--- src/rtl/filter_scheduler_if.sv ---
// Event port between the filter scheduler and its host: one filtered-level change per transfer.
interface filter_scheduler_if #(
  parameter int CH_W = 2
);
  logic            evt_valid;
  logic            evt_ready;
  logic [CH_W-1:0] evt_chan;
  logic            evt_level;

  modport master (output evt_valid, evt_chan, evt_level, input evt_ready);
  modport slave  (input evt_valid, evt_chan, evt_level, output evt_ready);
endinterface

--- src/rtl/filter_scheduler.sv ---
// Round-robin glitch filter shared across CHANNELS inputs; each filtered-level change is
// posted to the host as an event, with sticky overrun flags when a channel outruns the host.
module filter_scheduler #(
  parameter int CHANNELS = 4,
  parameter int CH_W     = $clog2(CHANNELS),
  parameter int CNT_W    = 3,
  parameter int THRESH   = 3
) (
  input  logic                clock,
  input  logic                reset,
  input  logic                enable,
  input  logic [CHANNELS-1:0] sig_in,
  output logic [CHANNELS-1:0] sig_out,
  output logic [CHANNELS-1:0] overrun,
  input  logic [CHANNELS-1:0] ovr_clr,
  filter_scheduler_if.master  evt
);

  typedef enum logic {IDLE, OFFER} state_t;

  localparam logic [CNT_W-1:0] CNT_TOP  = CNT_W'(THRESH - 1);
  localparam logic [CH_W-1:0]  CH_LAST  = CH_W'(CHANNELS - 1);

  state_t              state_reg;
  logic [CH_W-1:0]     ch_idx_reg;
  logic [CH_W-1:0]     rr_ptr_reg;
  logic [CH_W-1:0]     evt_chan_reg;
  logic                evt_valid_reg;
  logic [CHANNELS-1:0] sig_out_reg;
  logic [CHANNELS-1:0] pending_reg;
  logic [CHANNELS-1:0] overrun_reg;

  logic [CHANNELS-1:0] flip;
  logic [CHANNELS-1:0] clear_vec;
  logic [CHANNELS-1:0] pending_next;
  logic [CHANNELS-1:0] overrun_next;
  logic [CH_W-1:0]     pick;

  genvar gi;
  generate
    for (gi = 0; gi < CHANNELS; gi++) begin : g_ch
      logic [CNT_W-1:0] cnt_reg;
      logic             visit;
      logic             differ;

      assign visit    = enable && (ch_idx_reg == CH_W'(gi));
      assign differ   = sig_in[gi] != sig_out_reg[gi];
      assign flip[gi] = visit && differ && (cnt_reg == CNT_TOP);

      // A matching sample on any visit discards accumulated progress.
      always_ff @(posedge clock or negedge reset) begin
        if (!reset) begin
          cnt_reg <= '0;
        end else if (visit) begin
          if (!differ || flip[gi]) cnt_reg <= '0;
          else                     cnt_reg <= cnt_reg + CNT_W'(1);
        end
      end
    end
  endgenerate

  // Delivery and a fresh flip in the same cycle: the new flip keeps the bit set without
  // counting as an overrun, since the earlier event did reach the host.
  always_comb begin
    clear_vec = '0;
    if (state_reg == OFFER && evt.evt_ready) clear_vec = CHANNELS'(1) << evt_chan_reg;
    pending_next = (pending_reg & ~clear_vec) | flip;
    overrun_next = (overrun_reg & ~ovr_clr) | (flip & pending_reg & ~clear_vec);
  end

  always_comb begin : pick_comb
    int  j;
    logic found;
    pick  = rr_ptr_reg;
    found = 1'b0;
    j     = 0;
    for (int i = 0; i < CHANNELS; i++) begin
      j = int'(rr_ptr_reg) + i;
      if (j >= CHANNELS) j = j - CHANNELS;
      if (!found && pending_reg[j]) begin
        pick  = CH_W'(j);
        found = 1'b1;
      end
    end
  end

  always_ff @(posedge clock or negedge reset) begin
    if (!reset) begin
      state_reg     <= IDLE;
      ch_idx_reg    <= '0;
      rr_ptr_reg    <= '0;
      evt_chan_reg  <= '0;
      evt_valid_reg <= 1'b0;
      sig_out_reg   <= '0;
      pending_reg   <= '0;
      overrun_reg   <= '0;
    end else begin
      sig_out_reg <= sig_out_reg ^ flip;
      pending_reg <= pending_next;
      overrun_reg <= overrun_next;
      if (enable) ch_idx_reg <= (ch_idx_reg == CH_LAST) ? '0 : ch_idx_reg + CH_W'(1);

      case (state_reg)
        IDLE: begin
          if (|pending_reg) begin
            evt_chan_reg  <= pick;
            evt_valid_reg <= 1'b1;
            state_reg     <= OFFER;
          end
        end
        OFFER: begin
          if (evt.evt_ready) begin
            rr_ptr_reg    <= (evt_chan_reg == CH_LAST) ? '0 : evt_chan_reg + CH_W'(1);
            evt_valid_reg <= 1'b0;
            state_reg     <= IDLE;
          end
        end
        default: state_reg <= IDLE;
      endcase
    end
  end

  assign sig_out       = sig_out_reg;
  assign overrun       = overrun_reg;
  assign evt.evt_valid = evt_valid_reg;
  assign evt.evt_chan  = evt_chan_reg;
  assign evt.evt_level = sig_out_reg[evt_chan_reg];

endmodule
--- src/flat_wrapper.sv ---
// flat-port wrapper written by rule: the top's interface ports become plain ports
module filter_scheduler_flat 
#(
  parameter int CHANNELS = 4,
  parameter int CH_W     = $clog2(CHANNELS),
  parameter int CNT_W    = 3,
  parameter int THRESH   = 3
)
  (clock, reset, enable, sig_in, sig_out, overrun, ovr_clr, evt_evt_valid, evt_evt_chan, evt_evt_level, evt_evt_ready);
  filter_scheduler_if #(.CH_W(CH_W)) evt_i ();
  input  logic clock;
  input  logic reset;
  input  logic enable;
  input  logic [CHANNELS-1:0] sig_in;
  output logic [CHANNELS-1:0] sig_out;
  output logic [CHANNELS-1:0] overrun;
  input  logic [CHANNELS-1:0] ovr_clr;
  output wire logic [$bits(evt_i.evt_valid)-1:0] evt_evt_valid;
  output wire logic [$bits(evt_i.evt_chan)-1:0] evt_evt_chan;
  output wire logic [$bits(evt_i.evt_level)-1:0] evt_evt_level;
  input wire logic [$bits(evt_i.evt_ready)-1:0] evt_evt_ready;
  assign evt_evt_valid = evt_i.evt_valid;
  assign evt_evt_chan = evt_i.evt_chan;
  assign evt_evt_level = evt_i.evt_level;
  assign evt_i.evt_ready = evt_evt_ready;
  filter_scheduler #(.CHANNELS(CHANNELS), .CH_W(CH_W), .CNT_W(CNT_W), .THRESH(THRESH)) u_core (.clock(clock), .reset(reset), .enable(enable), .sig_in(sig_in), .sig_out(sig_out), .overrun(overrun), .ovr_clr(ovr_clr), .evt(evt_i));
endmodule
--- config.mk ---
export PLATFORM = sky130hd
export DESIGN_NAME = filter_scheduler_flat
export DESIGN_NICKNAME = d
export VERILOG_FILES = /design/src/rtl/filter_scheduler_if.sv /design/src/rtl/filter_scheduler.sv /design/src/flat_wrapper.sv
export SDC_FILE = /design/constraint.sdc
export NUM_CORES = 1
export LEC_CHECK = 0
export CAP_MARGIN = 10
export CORE_MARGIN = 2
export CORE_UTILIZATION = 54
export CTS_CLUSTER_DIAMETER = 40
export DETAILED_ROUTE_END_ITERATION = 10
export PLACE_DENSITY = 0.79
export SLEW_MARGIN = 30
export SYNTH_ARGS = -nofsm -noshare
export SYNTH_HDL_FRONTEND = slang
export SYNTH_SLANG_ARGS = --single-unit
--- constraint.sdc ---
create_clock -name clock -period 1.8 [get_ports clock]
set_clock_uncertainty 0.1 [all_clocks]
set_input_delay 0.18 -clock clock [delete_from_list [all_inputs] [get_ports clock]]
set_output_delay 0.18 -clock clock [all_outputs]
set_load 0.01 [all_outputs]
==> metrics <==
status=completed; power share of the sequential group=0.388; Layout area overhead=22.7%; R2R setup slack=0.18 ns; port bufs=23; CTS Sinks=32; CP Class=flop to output pin; PwrDens=1500 nW/um^2; Final min period=1.69 ns; CP endpoint kind=output pin; Ports=24; largest area contributor in the netlist=dfrtp_1; Async S/R FF share, synth=1.00; drt total wl=3610 um; Synth Area in Adders=0.113; Final Hold Slack=0.130 ns; setup violators final=0; Leak=1.02 nW; peak supply drop=891 uV; sw frac=0.378; initial antenna violation count=0; first-pass GRT wire length=5980 um; max FFs per register=12; yosys warns=0; root buffer cell=clkbuf_4; Hold Fails Final Rpt=0; Worst EP required=1.52 ns; FMAX=593 MHz; Comb pwr share=0.424; main flop type after synthesis=dfrtp_1; number of flops mapped to enable cells by yosys=0; final slew viol count=0; slew of the pin with the lowest slew margin=0.401 ns; Die X=61.2 um; Residual DRC=0; Final HPWL DP=2790 um; CTS H-tree depth=2; Core Util, Final=0.704; FILL cells=235; cell area after synthesis=1770 um^2; Net Count, Synth=205; DIE HEIGHT=61.2 um; fin nets=239; largest family of logic cells by synthesized area=simple AND/OR/NAND/NOR gates; compound-cell area share of the yosys netlist=0.123; clock buffer depth=2; Antenna Cells=0; setup_tns=0 ns; crit path max fanout=5; synthesized instance count=177; clock insertion delay at the later pin of the skew report=0.33 ns; RSZ-0062 raised after global routing=no; DR pass1 iterations=4; die area=3750 um^2; GRT overflow=0; routed len/inst=14.1 um; Rel. slew slack=0.733; Avg Synthesized Cell Area=9.98 um^2; total CTS buffers=5; register area share after synthesis=0.453; Clock power frac=0.188; Avg Vias per Cell=5.38; largest net degree at the start of global routing=33; Clock Pin Slew Worst Setup and Hold Paths=0.11 ns; Yosys cell types=38; Synth Register Bits=32; Via Count=1378; worst hold path class=input port to asynchronous set/reset pin; number of global-route vias before repair=1361; mux share of post-synthesis cell area=0.0503; placeable core area=3080 um^2; initial core utilization=0.574; GP Congestion=0.811; xor and xnor area share after synthesis=0.0248; DR iter-0 viols=77; fin crit share=0.936; CTS tree=yes; max_cap viols=0; fraction of layout cells with a size suffix above 1=0.132; Rows=20; simple-gate area share of the yosys netlist=0.186; count of hold-fix buffers inserted at cts=0; Internal=0.00203 W; WP data arrival=1.41 ns; area share of the largest cell type after synthesis=0.453; Total GRT Usage=0.222; largest cells by area after synthesis=dfrtp_1, ha_1, nand2_1; crit path launch type=flop; post-route ant nets=0; P_sw=0.00123 W
per-layer routing:
| layer | vias to the layer above | part of all wire | wire, um | track usage |
|---|---|---|---|---|
| li1 | 676 | - | - | - |
| met1 | 674 | 0.44 | 1570 | 0.266 |
| met2 | 23 | 0.51 | 1840 | 0.374 |
| met3 | 5 | 0.042 | 153 | 0.0714 |
| met4 | 0 | 0.012 | 42 | 0.0839 |
| met5 | - | 0 | 0 | 0 |
cells by family after synthesis:
family	count (synthesis)
AND/OR/NAND/NOR	65
XOR/XNOR	5
multiplexers	7
flip-flops	32
buffers and inverters	19
adder cells (fa/ha/maj)	16
AO/OA/AOI/OAI	33
per-stage QoR:
stage / power, W / setup slack (ns) / std cells / area, um^2
finish: 0.00326 / 0.114 / 256 / 2170
global route: 0.00352 / 0.0357 / 256 / 2170
CTS: 0.00329 / 0.00907 / 256 / 2170
detailed placement: 0.00267 / 0.0491 / 248 / 2080
global placement: 0.00256 / 0.104 / 248 / 2080
floorplan: 0.00215 / 0.257 / 177 / 1770
repair_timing:
action	CTS	global route
setup endpoints to repair	1	1
setup buffers	0	0
hold endpoints to repair	0	0
resized for setup	2	1
synth_stat cells (4+ instances only):
| master | number |
|---|---|
| inv_1 | 16 |
| ha_1 | 16 |
| nor2_1 | 11 |
| o41ai_1 | 4 |
| nand3_1 | 4 |
| nand2_1 | 30 |
| dfrtp_1 | 32 |
| o22ai_1 | 5 |
| o21ai_0 | 10 |
| mux2_2 | 5 |
| nor2b_1 | 6 |
placed cells by master (no fill, tap or decap), drive strengths merged:
| cell type | instances |
|---|---|
| dfrtp | 32 |
| nand2 | 32 |
| clkdlybuf4s50 | 22 |
| inv | 16 |
| ha | 16 |
| nor2 | 11 |
| o21ai | 11 |
| clkbuf | 8 |
| buf | 7 |
| nor2b | 6 |
| mux2 | 5 |
| o22ai | 5 |
| nand3 | 4 |
| o41ai | 4 |
| xnor2 | 3 |
| a21oi | 3 |
| nor3b | 3 |
| xor2 | 2 |
| nor4 | 2 |
| o31ai | 2 |
| a21o | 2 |
| and3b | 1 |
| and2 | 1 |
| mux4 | 1 |
| nand2b | 1 |
| o221ai | 1 |
| mux2i | 1 |
| a22o | 1 |
| or4b | 1 |
| a2bb2oi | 1 |
| and4bb | 1 |
| a31oi | 1 |
| o311ai | 1 |
| a32o | 1 |
| nand4 | 1 |
| nand4b | 1 |
| bufinv | 1 |
layout make-up:
type / instances / area (um^2) / share of cell area
Multi-Input combinational cell: 126 / 880 / 0.406
Clock inverter: 1 / 30.0 / 0.0138
Clock buffer: 7 / 65.1 / 0.0300
Timing Repair Buffer: 30 / 278 / 0.128
Inverter: 16 / 60.1 / 0.0277
Sequential cell: 32 / 801 / 0.369
Tap cell: 44 / 55.1 / 0.0254
worst max-delay path, cell delays in order, from the launching register on:
cell and delay, ns:
dfrtp_1 0.39, buf_4 0.15, clkdlybuf4s50_1 0.53
power groups by stage:
stage / registers [W] / clock network (W) / logic [W]
floorplan: 0.00125 / 0 / 0.000904
global placement: 0.00125 / 0 / 0.00131
detailed placement: 0.00128 / 0 / 0.00139
CTS: 0.00126 / 0.000634 / 0.00140
global route: 0.00131 / 0.000667 / 0.00154
finish: 0.00127 / 0.000613 / 0.00138
final timing paths:
kind / to / start / depth (start not counted)
worst min register to register: u_core.g_ch[0].cnt_reg[2] / u_core.g_ch[0].cnt_reg[2] / 2
worst min-delay path: u_core.state_reg / reset / 2
worst max register to register: u_core.g_ch[2].cnt_reg[0] / u_core.ch_idx_reg[0] / 7
max in group asynchronous: u_core.g_ch[3].cnt_reg[1] / reset / 2
min in group clock: u_core.overrun[3] / ovr_clr[3] / 2
worst max-delay path: evt_evt_chan[0] / u_core.evt.evt_chan[0] / 2
Note: power is estimated with default switching activity, not from simulation.
